--- config.mk ---
export PLATFORM = sky130hd
export DESIGN_NAME = multicycle_control_fsm_flat
export DESIGN_NICKNAME = d
export VERILOG_FILES = /design/src/rtl/multicycle_control_fsm_if.sv /design/src/rtl/multicycle_control_fsm.sv /design/src/flat_wrapper.sv
export SDC_FILE = /design/constraint.sdc
export NUM_CORES = 1
export LEC_CHECK = 0
export CAP_MARGIN = 20
export CORE_UTILIZATION = 53
export CTS_BUF_LIST = sky130_fd_sc_hd__clkbuf_8 sky130_fd_sc_hd__clkbuf_16
export CTS_CLUSTER_SIZE = 24
export DETAILED_ROUTE_END_ITERATION = 8
export DONT_BUFFER_PORTS = 1
export PLACE_DENSITY = 0.68
export SLEW_MARGIN = 20
export SYNTH_ARGS = -nofsm -noshare
export SYNTH_HDL_FRONTEND = slang
export SYNTH_SLANG_ARGS = --single-unit
--- constraint.sdc ---
create_clock -name clk -period 2.4 [get_ports clk]
set_clock_uncertainty 0.2 [all_clocks]
set_input_delay 0.24 -clock clk [delete_from_list [all_inputs] [get_ports clk]]
set_output_delay 0.24 -clock clk [all_outputs]
set_load 0.02 [all_outputs]
--- src/rtl/multicycle_control_fsm_if.sv ---
// Datapath-facing bundle of the multi-cycle controller: opcode/memory handshake in, mux selects and strobes out.
interface multicycle_control_fsm_if;
    logic [5:0] opcode;
    logic       mem_ready;

    logic       PCWrite;
    logic       PCWriteCond;
    logic       IorD;
    logic       MemRead;
    logic       MemWrite;
    logic       MemtoReg;
    logic       IRWrite;
    logic [1:0] PCSource;
    logic [1:0] ALUOp;
    logic       ALUSrcA;
    logic [1:0] ALUSrcB;
    logic       RegWrite;
    logic       RegDst;
    logic [3:0] state;
    logic       instr_done;
    logic       illegal_op;
    logic       bus_error;

    modport master (
        output opcode, mem_ready,
        input  PCWrite, PCWriteCond, IorD, MemRead, MemWrite, MemtoReg, IRWrite,
               PCSource, ALUOp, ALUSrcA, ALUSrcB, RegWrite, RegDst,
               state, instr_done, illegal_op, bus_error
    );

    modport slave (
        input  opcode, mem_ready,
        output PCWrite, PCWriteCond, IorD, MemRead, MemWrite, MemtoReg, IRWrite,
               PCSource, ALUOp, ALUSrcA, ALUSrcB, RegWrite, RegDst,
               state, instr_done, illegal_op, bus_error
    );
endinterface

--- src/rtl/multicycle_control_fsm.sv ---
// Multi-cycle MIPS-32 control sequencer driving a shared-ALU/shared-memory datapath.
// Latency 2-5 cycles per instruction at zero wait; mem_ready low stalls FETCH/MEMRD/MEMWR, watchdog aborts to FETCH.
module multicycle_control_fsm #(
    parameter int TIMEOUT = 16,
    parameter int CNT_W   = 5
) (
    input  logic                     clk,
    input  logic                     rst_n,
    multicycle_control_fsm_if.slave  bus
);

    typedef enum logic [3:0] {
        S_FETCH  = 4'd0,
        S_DECODE = 4'd1,
        S_MEMADR = 4'd2,
        S_MEMRD  = 4'd3,
        S_MEMWB  = 4'd4,
        S_MEMWR  = 4'd5,
        S_EXEC   = 4'd6,
        S_ALUWB  = 4'd7,
        S_BRANCH = 4'd8,
        S_JUMP   = 4'd9,
        S_ADDIEX = 4'd10,
        S_ADDIWB = 4'd11
    } state_t;

    typedef struct packed {
        logic       pc_write;
        logic       pc_write_cond;
        logic       iord;
        logic       mem_read;
        logic       mem_write;
        logic       memto_reg;
        logic       ir_write;
        logic [1:0] pc_source;
        logic [1:0] alu_op;
        logic       alu_src_a;
        logic [1:0] alu_src_b;
        logic       reg_write;
        logic       reg_dst;
        logic       instr_done;
        logic       illegal_op;
    } ctrl_t;

    localparam logic [5:0] OP_RTYPE = 6'b000000;
    localparam logic [5:0] OP_J     = 6'b000010;
    localparam logic [5:0] OP_BEQ   = 6'b000100;
    localparam logic [5:0] OP_ADDI  = 6'b001000;
    localparam logic [5:0] OP_LW    = 6'b100011;
    localparam logic [5:0] OP_SW    = 6'b101011;

    localparam bit              WDOG_EN  = (TIMEOUT > 0);
    localparam logic [CNT_W-1:0] CNT_LAST = WDOG_EN ? CNT_W'(TIMEOUT - 1) : '0;

    state_t           state_q, state_d;
    logic [CNT_W-1:0] cnt_q, cnt_d;
    logic             bus_err_q, bus_err_d;
    logic             in_wait;
    logic             stall;
    logic             expire;
    ctrl_t            ctrl;
    ctrl_t            ctrl_gated;

    always_ff @(posedge clk or negedge rst_n) begin
        if (!rst_n) begin
            state_q   <= S_FETCH;
            cnt_q     <= '0;
            bus_err_q <= 1'b0;
        end else begin
            state_q   <= state_d;
            cnt_q     <= cnt_d;
            bus_err_q <= bus_err_d;
        end
    end

    // Watchdog: counts consecutive not-ready cycles in a memory wait state.
    // A ready on the final counted cycle wins over expiry.
    always_comb begin
        in_wait = (state_q == S_FETCH) || (state_q == S_MEMRD) || (state_q == S_MEMWR);
        stall   = in_wait && !bus.mem_ready;
        expire  = WDOG_EN && stall && (cnt_q == CNT_LAST);
        cnt_d   = '0;
        if (WDOG_EN && stall && !expire) begin
            cnt_d = cnt_q + 1'b1;
        end
        bus_err_d = bus_err_q | expire;
    end

    always_comb begin
        state_d = state_q;
        case (state_q)
            S_FETCH: begin
                if (bus.mem_ready) state_d = S_DECODE;
            end
            S_DECODE: begin
                case (bus.opcode)
                    OP_LW, OP_SW: state_d = S_MEMADR;
                    OP_RTYPE:     state_d = S_EXEC;
                    OP_BEQ:       state_d = S_BRANCH;
                    OP_J:         state_d = S_JUMP;
                    OP_ADDI:      state_d = S_ADDIEX;
                    default:      state_d = S_FETCH;
                endcase
            end
            S_MEMADR: state_d = (bus.opcode == OP_SW) ? S_MEMWR : S_MEMRD;
            S_MEMRD: begin
                if (bus.mem_ready) state_d = S_MEMWB;
            end
            S_MEMWB:  state_d = S_FETCH;
            S_MEMWR: begin
                if (bus.mem_ready) state_d = S_FETCH;
            end
            S_EXEC:   state_d = S_ALUWB;
            S_ALUWB:  state_d = S_FETCH;
            S_BRANCH: state_d = S_FETCH;
            S_JUMP:   state_d = S_FETCH;
            S_ADDIEX: state_d = S_ADDIWB;
            S_ADDIWB: state_d = S_FETCH;
            default:  state_d = S_FETCH;
        endcase
        if (expire) state_d = S_FETCH;
    end

    always_comb begin
        ctrl = '0;
        case (state_q)
            S_FETCH: begin
                ctrl.mem_read  = 1'b1;
                ctrl.alu_src_b = 2'b01;
                ctrl.ir_write  = bus.mem_ready;
                ctrl.pc_write  = bus.mem_ready;
            end
            S_DECODE: begin
                // ALU precomputes the branch target while the opcode is decoded.
                ctrl.alu_src_b  = 2'b11;
                ctrl.illegal_op = !(bus.opcode inside {OP_LW, OP_SW, OP_RTYPE, OP_BEQ, OP_J, OP_ADDI});
            end
            S_MEMADR: begin
                ctrl.alu_src_a = 1'b1;
                ctrl.alu_src_b = 2'b10;
            end
            S_MEMRD: begin
                ctrl.mem_read = 1'b1;
                ctrl.iord     = 1'b1;
            end
            S_MEMWB: begin
                ctrl.memto_reg  = 1'b1;
                ctrl.reg_write  = 1'b1;
                ctrl.instr_done = 1'b1;
            end
            S_MEMWR: begin
                ctrl.mem_write  = 1'b1;
                ctrl.iord       = 1'b1;
                ctrl.instr_done = bus.mem_ready;
            end
            S_EXEC: begin
                ctrl.alu_src_a = 1'b1;
                ctrl.alu_op    = 2'b10;
            end
            S_ALUWB: begin
                ctrl.reg_dst    = 1'b1;
                ctrl.reg_write  = 1'b1;
                ctrl.instr_done = 1'b1;
            end
            S_BRANCH: begin
                ctrl.alu_src_a     = 1'b1;
                ctrl.alu_op        = 2'b01;
                ctrl.pc_write_cond = 1'b1;
                ctrl.pc_source     = 2'b01;
                ctrl.instr_done    = 1'b1;
            end
            S_JUMP: begin
                ctrl.pc_write   = 1'b1;
                ctrl.pc_source  = 2'b10;
                ctrl.instr_done = 1'b1;
            end
            S_ADDIEX: begin
                ctrl.alu_src_a = 1'b1;
                ctrl.alu_src_b = 2'b10;
            end
            S_ADDIWB: begin
                ctrl.reg_write  = 1'b1;
                ctrl.instr_done = 1'b1;
            end
            default: ctrl = '0;
        endcase
        // Strobes must be quiet the instant reset asserts, not only after the next edge.
        ctrl_gated = rst_n ? ctrl : '0;
    end

    assign bus.PCWrite     = ctrl_gated.pc_write;
    assign bus.PCWriteCond = ctrl_gated.pc_write_cond;
    assign bus.IorD        = ctrl_gated.iord;
    assign bus.MemRead     = ctrl_gated.mem_read;
    assign bus.MemWrite    = ctrl_gated.mem_write;
    assign bus.MemtoReg    = ctrl_gated.memto_reg;
    assign bus.IRWrite     = ctrl_gated.ir_write;
    assign bus.PCSource    = ctrl_gated.pc_source;
    assign bus.ALUOp       = ctrl_gated.alu_op;
    assign bus.ALUSrcA     = ctrl_gated.alu_src_a;
    assign bus.ALUSrcB     = ctrl_gated.alu_src_b;
    assign bus.RegWrite    = ctrl_gated.reg_write;
    assign bus.RegDst      = ctrl_gated.reg_dst;
    assign bus.instr_done  = ctrl_gated.instr_done;
    assign bus.illegal_op  = ctrl_gated.illegal_op;
    assign bus.state       = state_q;
    assign bus.bus_error   = bus_err_q;

endmodule

--- src/flat_wrapper.sv ---
// flat-port wrapper written by rule: the top's interface ports become plain ports
module multicycle_control_fsm_flat 
#(
    parameter int TIMEOUT = 16,
    parameter int CNT_W   = 5
)
  (clk, rst_n, bus_opcode, bus_mem_ready, bus_PCWrite, bus_PCWriteCond, bus_IorD, bus_MemRead, bus_MemWrite, bus_MemtoReg, bus_IRWrite, bus_PCSource, bus_ALUOp, bus_ALUSrcA, bus_ALUSrcB, bus_RegWrite, bus_RegDst, bus_state, bus_instr_done, bus_illegal_op, bus_bus_error);
  multicycle_control_fsm_if bus_i ();
  input  logic clk;
  input  logic rst_n;
  input wire logic [$bits(bus_i.opcode)-1:0] bus_opcode;
  input wire logic [$bits(bus_i.mem_ready)-1:0] bus_mem_ready;
  output wire logic [$bits(bus_i.PCWrite)-1:0] bus_PCWrite;
  output wire logic [$bits(bus_i.PCWriteCond)-1:0] bus_PCWriteCond;
  output wire logic [$bits(bus_i.IorD)-1:0] bus_IorD;
  output wire logic [$bits(bus_i.MemRead)-1:0] bus_MemRead;
  output wire logic [$bits(bus_i.MemWrite)-1:0] bus_MemWrite;
  output wire logic [$bits(bus_i.MemtoReg)-1:0] bus_MemtoReg;
  output wire logic [$bits(bus_i.IRWrite)-1:0] bus_IRWrite;
  output wire logic [$bits(bus_i.PCSource)-1:0] bus_PCSource;
  output wire logic [$bits(bus_i.ALUOp)-1:0] bus_ALUOp;
  output wire logic [$bits(bus_i.ALUSrcA)-1:0] bus_ALUSrcA;
  output wire logic [$bits(bus_i.ALUSrcB)-1:0] bus_ALUSrcB;
  output wire logic [$bits(bus_i.RegWrite)-1:0] bus_RegWrite;
  output wire logic [$bits(bus_i.RegDst)-1:0] bus_RegDst;
  output wire logic [$bits(bus_i.state)-1:0] bus_state;
  output wire logic [$bits(bus_i.instr_done)-1:0] bus_instr_done;
  output wire logic [$bits(bus_i.illegal_op)-1:0] bus_illegal_op;
  output wire logic [$bits(bus_i.bus_error)-1:0] bus_bus_error;
  assign bus_i.opcode = bus_opcode;
  assign bus_i.mem_ready = bus_mem_ready;
  assign bus_PCWrite = bus_i.PCWrite;
  assign bus_PCWriteCond = bus_i.PCWriteCond;
  assign bus_IorD = bus_i.IorD;
  assign bus_MemRead = bus_i.MemRead;
  assign bus_MemWrite = bus_i.MemWrite;
  assign bus_MemtoReg = bus_i.MemtoReg;
  assign bus_IRWrite = bus_i.IRWrite;
  assign bus_PCSource = bus_i.PCSource;
  assign bus_ALUOp = bus_i.ALUOp;
  assign bus_ALUSrcA = bus_i.ALUSrcA;
  assign bus_ALUSrcB = bus_i.ALUSrcB;
  assign bus_RegWrite = bus_i.RegWrite;
  assign bus_RegDst = bus_i.RegDst;
  assign bus_state = bus_i.state;
  assign bus_instr_done = bus_i.instr_done;
  assign bus_illegal_op = bus_i.illegal_op;
  assign bus_bus_error = bus_i.bus_error;
  multicycle_control_fsm #(.TIMEOUT(TIMEOUT), .CNT_W(CNT_W)) u_core (.clk(clk), .rst_n(rst_n), .bus(bus_i));
endmodule
# Yosys cells after proc, flatten, opt, wreduce, memory -nomap -nowiden
# Index checks and enable logic that the tools add are counted.
[classes] n_addsub=1 eq_ne=20 mux=24 n_bitwise=1 n_reduce_logical=19
[op_table] cell="$pmux W4 S7" n=1
[op_table] cell="$pmux W4 S5" n=1
[op_table] cell="$mux W18" n=1
[op_table] cell="$eq A4 B3 Y1 const B" n=4
[op_table] cell="$eq A4 B4 Y1 const B" n=4
[op_table] cell="$mux W4" n=4
[op_table] cell="$eq A6 B6 Y1 const B" n=2
[op_table] cell="$mux W1" n=10
[op_table] cell="$ne A3 B2 Y1 const B" n=3
[op_table] cell="$eq A4 B2 Y1 const B" n=2
[op_table] cell="$pmux W2 S2" n=2
[op_table] cell="$reduce_or A2 Y1" n=4
[op_table] cell="$eq A6 B2 Y1 const B" n=1
[op_table] cell="$eq A6 B3 Y1 const B" n=1
[op_table] cell="$eq A6 B4 Y1 const B" n=1
[op_table] cell="$logic_not A6 Y1" n=1
[op_table] cell="$pmux W2 S3" n=1
[op_table] cell="$reduce_bool A6 Y1" n=1
[op_table] cell="$add A5 B1 Y5 const B" n=1
[op_table] cell="$eq A5 B4 Y1 const B" n=1
[op_table] cell="$mux W5" n=1
[op_table] cell="$reduce_or A5 Y1" n=1
[op_table] cell="$eq A4 B1 Y1 const B" n=1
[op_table] cell="$logic_not A4 Y1" n=1
[op_table] cell="other kinds (9)" n=15
[totals] reg_bits=10 in_bits=9 out_inout_bits=23 wordCells=68

# Logic depth before layout (Yosys ltp)
# Gate-level depths: netlist of run 1.
[depth] word_depth=8 depth_mapped=6 depth_no_buf=6

# Least setup slack after synthesis of run 1
# Ideal clock, no wire load.
[synth_timing] kind="register -> output" from="register u_core.state_q[3] (netlist: u_core.bus.state[3])" to="output port bus_PCWrite" arrival_time_ns=1.683 t_required_ns=1.960 slack_ns=0.277 stages_incl_launch_ff=6 path_buffers=1 cell_sequence="dfrtp_1 > buf_2 > nand2b_4 > nor3_2 > and3_1 > or2_1"
[synth_via] elab_chain_cells=3 elab_cells_between_ends=4 classes_between="eq/ne (1); mux (2); reduce/logical (1)"
[synth_lines] element="from (decl)" line_no="multicycle_control_fsm.sv:55" rtl="state_t state_q, state_d;"
[synth_lines] element="from (signal assigned)" line_no="multicycle_control_fsm.sv:70" rtl="state_q <= state_d;"
[synth_lines] element="$eq A4 B4 Y1 or $logic_not A4 Y1 (tied branches)" line_no="multicycle_control_fsm.sv:126" rtl="case (state_q)"
[synth_lines] element="$pmux W1 S2 *" line_no="multicycle_control_fsm.sv:126"
[synth_lines] element="$mux W18 *" line_no="multicycle_control_fsm.sv:188" rtl="ctrl_gated = rst_n ? ctrl : '0;"
[synth_lines] element="to (decl)" line_no="flat_wrapper.sv:13" rtl="output wire logic [$bits(bus_i.PCWrite)-1:0] bus_PCWrite;"
# Mark *: on every way between the ends. The rest lies on a longest branch, timed or not.

# Worst setup path after layout of run 1
[layout_timing] from="register u_core.state_q[1] (netlist: u_core.bus.state[1])" to="output port bus_PCWrite"
# The elaborated chain is that of the path after synthesis.

==> results of run 1 <==
## sequential cells by signal (all words and copies together) (netlist names)
signal,cells
u_core.bus.bus_error,1
u_core.cnt_q,5
u_core.bus.state,4
## layout make-up
type,instances,share of cell area
clock buffer,4,0.05656
timing repair buffer,11,0.08740
tap,16,0.02057
sequential,10,0.2571
inverter,4,0.01542
multi-input combinational,83,0.5630
## kinds of logic (layout without fill, tap and decap cells)
| logic type | after synthesis | count (layout) | share of synthesized area |
|---|---|---|---|
| and+or+nand+nor | 53 | 53 | 0.3614 |
| AOI/OAI and AO/OA | 21 | 21 | 0.1713 |
| buffers and inverters | 11 | 19 | 0.07401 |
| DFF | 10 | 10 | 0.2903 |
| xor gates and xnor gates | 5 | 5 | 0.05081 |
| adders and majority gates | 3 | 3 | 0.04063 |
| muxes | 1 | 1 | 0.01161 |
## report_power, final
group | total (µW) | switching (µW) | internal [µW]
sequential | 310 | 105 | 205
combinational | 565 | 349 | 216
clock | 219 | 74.6 | 145
total | 1090 | 529 | 566
## worst min path at each step
| stage | to | slack (ns) | depth (start not counted) |
|---|---|---|---|
| 3_3_place_gp | u_core.bus.state[3] | -0.26 | 0 |
| 6_report | u_core.bus.state[2] | 0.02 | 2 |
| 5_1_grt | u_core.cnt_q[4] | 0.03 | 3 |
| 2_1_floorplan | u_core.bus.bus_error | -0.26 | 0 |
| 4_1_cts | u_core.cnt_q[4] | 0.02 | 3 |
| 3_5_place_dp | u_core.bus.state[3] | -0.26 | 0 |
## through the flow
step | utilization | instance area, µm² | hold WS (ns) | cells
2_1_floorplan | - | 862.1 | -0.2556 | 104
3_3_place_gp | 0.6030 | 908.4 | -0.2552 | 123
3_5_place_dp | 0.6030 | 908.4 | -0.2552 | 123
4_1_cts | 0.6462 | 973.4 | 0.01530 | 128
5_1_grt | 0.6462 | 973.4 | 0.03415 | 128
6_report | 0.6462 | 973.4 | 0.01681 | 128
## per-layer routing
layer / track usage / wire length, µm / vias to the layer above
met3: 0.05172 / 166 / 5
met1: 0.3579 / 967 / 410
li1: - / - / 397
met5: 0 / 0 / -
met2: 0.3692 / 955 / 38
met4: 0.1313 / 42 / 0
## synth_stat cells (all sizes together), types with 2 or more instances
| cell | n |
|---|---|
| nor2 | 13 |
| dfrtp | 10 |
| nor3 | 8 |
| o21ai | 7 |
| and3 | 6 |
| buf | 6 |
| nand2b | 5 |
| inv | 4 |
| nand2 | 4 |
| nand3 | 4 |
| and4 | 3 |
| xor2 | 3 |
| a21oi | 2 |
| a31oi | 2 |
| ha | 2 |
| nor2b | 2 |
| nor4 | 2 |
| nor4b | 2 |
| xnor2 | 2 |
## repair_timing
| action | in CTS | in global routing |
|---|---|---|
| gates resized for setup | 0 | 0 |
| endpoints found under the hold margin | 10 | 0 |
| hold buffers | 1 | 0 |
==> impl_metrics.yaml, run 1 <==
setup_path:
  critPathTopFamily: "simple AND/OR/NAND/NOR gates"
  critPathKind: "reg2out"
  worstSetupStartpoint: "u_core.bus.state[1]"
  start_kind: "flip-flop"
  crit_end: "bus_PCWrite"
  reg2reg_depth: 5
  rr_startpoint: "u_core.bus.state[2]"
  slowest_stage: "dfrtp_1"
  worstPathMaxFanout: 11
  r2r_end: "u_core.bus.state[0]"
  cp.arrival_ns: 1.72
  crit_path_end_kind: "output port"
  path_buf_inv: 0
  crit_path_cell_trace: "nor2_1 > and4_1 > or2_1"
  slowest_delay_ns: 0.56
  cp.required_ns: 1.96
  cp.depth: 3
  rrSetupSlack_ns: 0.54
floorplan:
  die_h_um: 42.33
  die_w_um: 42.33
  coreArea_mm2: 0.001506
  io_pins: 32
  dieArea_mm2: 0.001792
  rows: 14
  start_util: 0.5723
routing:
  drc: 0
  routed_wl_mm: 2.132
  ant_nets: 0
  first_pass_iters: 4
  dr.first_iter.drc_count: 27
  vias: 850
  wire_per_inst_um: 16.66
  viasPerCell: 6.641
finish:
  final_cell_mix: "nor2_1, buf_4, dfrtp_1, nor3_1, and3_1"
  layout_commonest_cell: "nor2_1"
  num-fill-cells: 131
  layout-drive-gt1-share: 0.1786
  nets: 124
  area_delta_synth_final_pct: 12.92
  multi_input_area_um2: 548.0
  antenna_cells: 0
  seq_area_um2: 250.2
placed_design:
  gp_congestion: 0.8726
  dp_hpwl_mm: 1.514
  place_ws_ns: 0.5171
  io_buffers: 0
sta:
  timing.final.ws_setup_ns: 0.2387
  rsz0062_at_grt: "no"
  hold_viol_final: 0
  tightestPinTransition_ns: 0.4967
  drv_slew: 0
  setup_tns_ns: 0
  slew_headroom: 0.6678
  max_freq_mhz: 462.7
  post-route-period-util: 0.9006
  setup_viol: 0
  period_needed_ns: 2.161
synth:
  syn_area_per_cell_um2: 8.289
  synth_edf_count: 0
  synthArstFlopShare: 1.000
  seq_area_frac_synth: 0.2903
  synth_top_area_frac: 0.2903
  synthCells: 104
  yosysTopAreaCell: "dfrtp_1"
  synth.distinct_cells: 43
  synth_area_leaders: "dfrtp_1, nor2_1, and3_1, nor3_1, and4_1"
  synth-main-ff-cell: "dfrtp_1"
  synth_nets: 115
  synth_warnings: 0
  syn_area_um2: 862.1
  synth_seq_cells: 10
worst_hold_path:
  hp-start: "bus_mem_ready"
  min_path_type: "in2reg"
clock_network:
  postCtsSetupBuffers: 0
  cts_root_buffer: "clkbuf_8"
  cts_max_level: 1
  clock-sinks: 10
  clk_pin_slew_ns: 0.05
  cts_tree: "built"
  clockBufferDepth: 2
  cts_made_buffers: 3
  clock_latency_ns: 0.25
global_routing:
  grt_pass1_wl_mm: 3.463
  grt_use_total: 0.2552
  grt_max_degree: 15
  antenna_found_initial: 0
  overflow: 0
  grt_pass1_vias: 751
run:
  timing.max_cap.violations: 0
run_status:
  status: "finished, final reports clean"
pwr:
  total_power_uw: 1095
  cellLeakagePower_uw: 0.0004424
  ir_drop_mv: 0.5845
  power_density_mw_per_mm2: 1125
Note: power is estimated with default switching activity, not from simulation.
==> run 2, diff against run 1 <==
--- a/config.mk
+++ b/config.mk
@@ -6,13 +6,13 @@
 export NUM_CORES = 1
 export LEC_CHECK = 0
 export CAP_MARGIN = 20
-export CORE_UTILIZATION = 53
+export CORE_UTILIZATION = 45
 export CTS_BUF_LIST = sky130_fd_sc_hd__clkbuf_8 sky130_fd_sc_hd__clkbuf_16
 export CTS_CLUSTER_SIZE = 24
 export DETAILED_ROUTE_END_ITERATION = 8
 export DONT_BUFFER_PORTS = 1
-export PLACE_DENSITY = 0.68
 export SLEW_MARGIN = 20
 export SYNTH_ARGS = -nofsm -noshare
 export SYNTH_HDL_FRONTEND = slang
 export SYNTH_SLANG_ARGS = --single-unit
+export TNS_END_PERCENT = 30
==> impl_metrics.yaml, run 2 (synthesis results as in run 1) <==
global_routing:
  overflow: 0
  grt_pass1_wl_mm: 3.139
  grt_use_total: 0.2155
  grt_pass1_vias: 701
  grt_max_degree: 17
  antenna_found_initial: 0
worst_hold_path:
  min_path_cells: 3
  min_path_type: "in2reg"
routing:
  ant_nets: 0
  dr.first_iter.drc_count: 19
  wire_per_inst_um: 15.43
  routed_wl_mm: 2.098
  viasPerCell: 6.051
  first_pass_iters: 4
  vias: 823
  drc: 0
setup_path:
  worstPathMaxFanout: 16
  path_buf_inv: 0
  rrSetupSlack_ns: 0.53
  slowest_stage: "dfrtp_1"
  critPathKind: "reg2out"
  cp.arrival_ns: 1.81
  cp.required_ns: 1.96
  reg2reg_depth: 6
  cp.depth: 3
  start_kind: "flip-flop"
  slowest_delay_ns: 0.75
  crit_path_end_kind: "output port"
  crit_path_cell_trace: "nand2b_1 > o21ai_0 > a21oi_1"
  critPathTopFamily: "flip-flops"
placed_design:
  dp_hpwl_mm: 1.496
  placed_cell_area_um2: 919.6
  io_buffers: 0
  place_ws_ns: 0.4069
  gp_congestion: 0.8676
clock_network:
  clock_latency_ns: 0.24
  clockBufferDepth: 2
  clock-sinks: 10
  cts_made_buffers: 3
  cts_max_level: 1
  cts_root_buffer: "clkbuf_8"
  postCtsSetupBuffers: 0
  cts_tree: "built"
  cts_resized: 0
  clk_pin_slew_ns: 0.04
  cts.hold.buffers_added: 1
floorplan:
  die_w_um: 45.77
  io_pins: 32
  rows: 15
  dieArea_mm2: 0.002095
  die_h_um: 45.77
  coreArea_mm2: 0.001764
  start_util: 0.4887
finish:
  top_register: "u_core.cnt_q"
  area_delta_synth_final_pct: 12.63
  nets: 124
  finalInstanceArea_um2: 970.9
  final_cell_mix: "nor2_1, buf_4, dfrtp_1, nor3_1, and3_1"
  antenna_cells: 0
  layout-drive-gt1-share: 0.1712
  layout_commonest_cell: "nor2_1"
  largest_reg_flops: 5
run_status:
  status: "finished, final reports clean"
pwr:
  p_comb_frac: 0.529
  switchingPower_uw: 511.4
  p_seq_frac: 0.307
  ir_drop_mv: 0.6472
  swShare: 0.4903
  clockPowerShare: 0.164
  power_density_mw_per_mm2: 1074
  p_int_uw: 531.7
  cellLeakagePower_uw: 0.0004348
sta:
  slew_headroom: 0.5720
  tightestPinTransition_ns: 0.6421
  post-route-period-util: 0.9368
  setup_tns_ns: 0
  period_needed_ns: 2.248
  drv_slew: 0
  setup_viol: 0
  rsz0062_at_grt: "no"
  max_freq_mhz: 444.8
  timing.final.ws_setup_ns: 0.1518
  hold_viol_final: 0
run:
  timing.max_cap.violations: 0
[run 2: worst register-to-register path, stage by stage, from the launching register on]
cell and delay, ns:
dfrtp_1 0.39, ha_1 0.22, and3_1 0.18, ha_1 0.24, nor4b_1 0.29, a221oi_1 0.12
o21ai_1 0.14
[run 2: metal layers]
layer  vias up  part of all wire  global-route usage
li1        394                 -                   -
met1       389              0.46              0.2763
met2        34              0.46              0.3314
met3         6             0.061             0.06746
met4         0             0.025             0.09412
met5         -                 0                   0
[run 2: cell type report]
type	instances	area, µm²
Clock buffer	3	41.29
Fill cell	177	793.3
Inverter	4	15.01
Multi-Input combinational cell	83	548.0
Sequential cell	10	250.2
Tap cell	25	31.28
Timing Repair Buffer	11	85.08
[run 2: path summary, 6_finish.rpt]
check                                    start                   to
setup / recovery           u_core.bus.state[1]       bus_instr_done
min in group asynchronous                rst_n      u_core.cnt_q[1]
max in group asynchronous                rst_n      u_core.cnt_q[3]
hold / removal                   bus_mem_ready      u_core.cnt_q[4]
hold reg to reg                u_core.cnt_q[0]      u_core.cnt_q[0]
setup reg to reg               u_core.cnt_q[0]  u_core.bus.state[1]
[run 2: through the flow]
| step | power [µW] | util | instances | hold slack (ns) |
|---|---|---|---|---|
| 2_1_floorplan | 738.8 | - | 104 | -0.2556 |
| 3_3_place_gp | 854.5 | 0.5213 | 132 | -0.2549 |
| 3_5_place_dp | 863.1 | 0.5213 | 132 | -0.2549 |
| 4_1_cts | 1043 | 0.5504 | 136 | 0.02105 |
| 5_1_grt | 1117 | 0.5504 | 136 | 0.03403 |
| 6_report | 1043 | 0.5504 | 136 | 0.02921 |
[run 2: power groups by stage]
stage	combinational, µW	clock (µW)	sequential [µW]
5_1_grt	602	183	331
2_1_floorplan	464	0	275
4_1_cts	547	177	319
6_report	552	171	320
3_5_place_dp	542	0	321
3_3_place_gp	536	0	319
==> run 3, diff against run 2 <==
--- a/config.mk
+++ b/config.mk
@@ -6,11 +6,13 @@
 export NUM_CORES = 1
 export LEC_CHECK = 0
 export CAP_MARGIN = 20
+export CORE_ASPECT_RATIO = 0.7
 export CORE_UTILIZATION = 45
 export CTS_BUF_LIST = sky130_fd_sc_hd__clkbuf_8 sky130_fd_sc_hd__clkbuf_16
 export CTS_CLUSTER_SIZE = 24
 export DETAILED_ROUTE_END_ITERATION = 8
 export DONT_BUFFER_PORTS = 1
+export GPL_ROUTABILITY_DRIVEN = 0
 export SLEW_MARGIN = 20
 export SYNTH_ARGS = -nofsm -noshare
 export SYNTH_HDL_FRONTEND = slang
==> impl_metrics.yaml, run 3 (synthesis results as in run 1) <==
clock_network:
  cts_root_buffer: "clkbuf_8"
  postCtsSetupBuffers: 0
  cts_max_level: 1
  clockBufferDepth: 2
  cts_resized: 0
  clock-sinks: 10
  cts_made_buffers: 3
  clock_latency_ns: 0.23
  cts_tree: "built"
  clk_pin_slew_ns: 0.04
setup_path:
  worstPathMaxFanout: 16
  start_kind: "flip-flop"
  cp.arrival_ns: 1.85
  critPathTopFamily: "simple AND/OR/NAND/NOR gates"
  crit_path_end_kind: "output port"
  crit_path_cell_trace: "nor2_1 > and4_1 > or2_1"
  slowest_delay_ns: 0.76
  path_buf_inv: 0
  cp.required_ns: 1.96
  slowest_stage: "dfrtp_1"
  critPathKind: "reg2out"
floorplan:
  coreArea_mm2: 0.001682
  rows: 12
  die_w_um: 54.32
  dieArea_mm2: 0.002098
  die_h_um: 38.62
  start_util: 0.5126
  io_pins: 32
routing:
  drc: 0
  vias: 825
  ant_nets: 0
  dr.first_iter.drc_count: 20
  first_pass_iters: 4
  routed_wl_mm: 2.264
  viasPerCell: 6.298
  wire_per_inst_um: 17.28
sta:
  timing.final.ws_setup_ns: 0.1145
  setup_tns_ns: 0
  slew_headroom: 0.5533
  max_freq_mhz: 437.5
  drv_slew: 0
  hold_viol_final: 0
  rsz0062_at_grt: "no"
  period_needed_ns: 2.285
  setup_viol: 0
  tightestPinTransition_ns: 0.6700
  post-route-period-util: 0.9523
finish:
  top_register: "u_core.cnt_q"
  seq_area_um2: 250.2
  multi_input_area_um2: 548.0
  layout-drive-gt1-share: 0.1636
  layout_commonest_cell: "nor2_1"
  final_cell_mix: "nor2_1, dfrtp_1, buf_4, nor3_1, and3_1"
  finalInstanceArea_um2: 958.4
  antenna_cells: 0
  num-fill-cells: 155
  utilization: 0.5699
  finalNonFillerCells: 131
  nets: 123
  area_delta_synth_final_pct: 11.18
  largest_reg_flops: 5
placed_design:
  placed_cell_area_um2: 907.1
  place_ws_ns: 0.3762
  placedCellCount: 127
  dp_hpwl_mm: 1.610
  io_buffers: 0
run:
  timing.max_cap.violations: 0
global_routing:
  antenna_found_initial: 0
  grt_pass1_vias: 717
  grt_use_total: 0.2479
  grt_pass1_wl_mm: 3.498
  grt_max_degree: 17
  overflow: 0
worst_hold_path:
  min_path_type: "in2reg"
pwr:
  cellLeakagePower_uw: 0.0004299
  power_density_mw_per_mm2: 1095
  ir_drop_mv: 0.5172
run_status:
  status: "finished, final reports clean"
-- run 3: cell count changes in the layout (fill, tap and decap cells not counted), sizes merged --
| cell | previous run | this run |
|---|---|---|
| buf | 10 | 9 |
-- run 3: cell type report --
cell class,count,share of cell area
Clock buffer,3,0.04308
Inverter,4,0.01567
Multi-Input combinational cell,83,0.5718
Sequential cell,10,0.2611
Tap cell,21,0.02742
Timing Repair Buffer,10,0.08094
-- run 3: what timing repair did --
item                                    4_1_cts  5_1_grt
hold buffers                                  1        0
hold endpoints to repair                     10        0
endpoints found under the setup margin        0        0
-- run 3: worst paths after layout --
path,slack [ns],end,start,depth (start not counted)
max,0.11,bus_PCWrite,u_core.bus.state[1],3
min in group asynchronous,0.20,u_core.bus.state[3],rst_n,1
max in group asynchronous,1.49,u_core.cnt_q[1],rst_n,1
min reg2reg,0.28,u_core.cnt_q[0],u_core.cnt_q[0],1
min,0.04,u_core.cnt_q[0],bus_mem_ready,3
max reg2reg,0.49,u_core.bus.state[1],u_core.cnt_q[0],6
-- run 3: report_power, final --
| part | leakage, µW | internal, µW | switching [µW] |
|---|---|---|---|
| Clock | 0.0000216 | 109 | 58.0 |
| Combinational | 0.000272 | 209 | 352 |
| Sequential | 0.000136 | 206 | 115 |
| Total | 0.000430 | 524 | 526 |
-- run 3: routing by layer --
layer / global-route usage / wire length, µm / up-vias
met4: 0.03846 / 17 / 0
met1: 0.3511 / 1068 / 390
li1: - / - / 394
met5: 0 / 0 / -
met3: 0.1059 / 198 / 4
met2: 0.3506 / 979 / 37
-- run 3: worst register-to-register path: cells and delay by family, from the launching register on --
kind | cells | cell delay (ns)
AND/OR/NAND/NOR | 2 | 0.48
adder cells (fa/ha/maj) | 2 | 0.47
flip-flops | 1 | 0.40
AO/OA/AOI/OAI | 2 | 0.27
-- run 3: stage by stage --
step,hold WS (ns),total power (µW)
2_1_floorplan,-0.2556,738.8
3_3_place_gp,-0.2551,855.2
3_5_place_dp,-0.2552,862.1
4_1_cts,0.03546,1046
5_1_grt,0.03506,1121
6_report,0.03619,1049
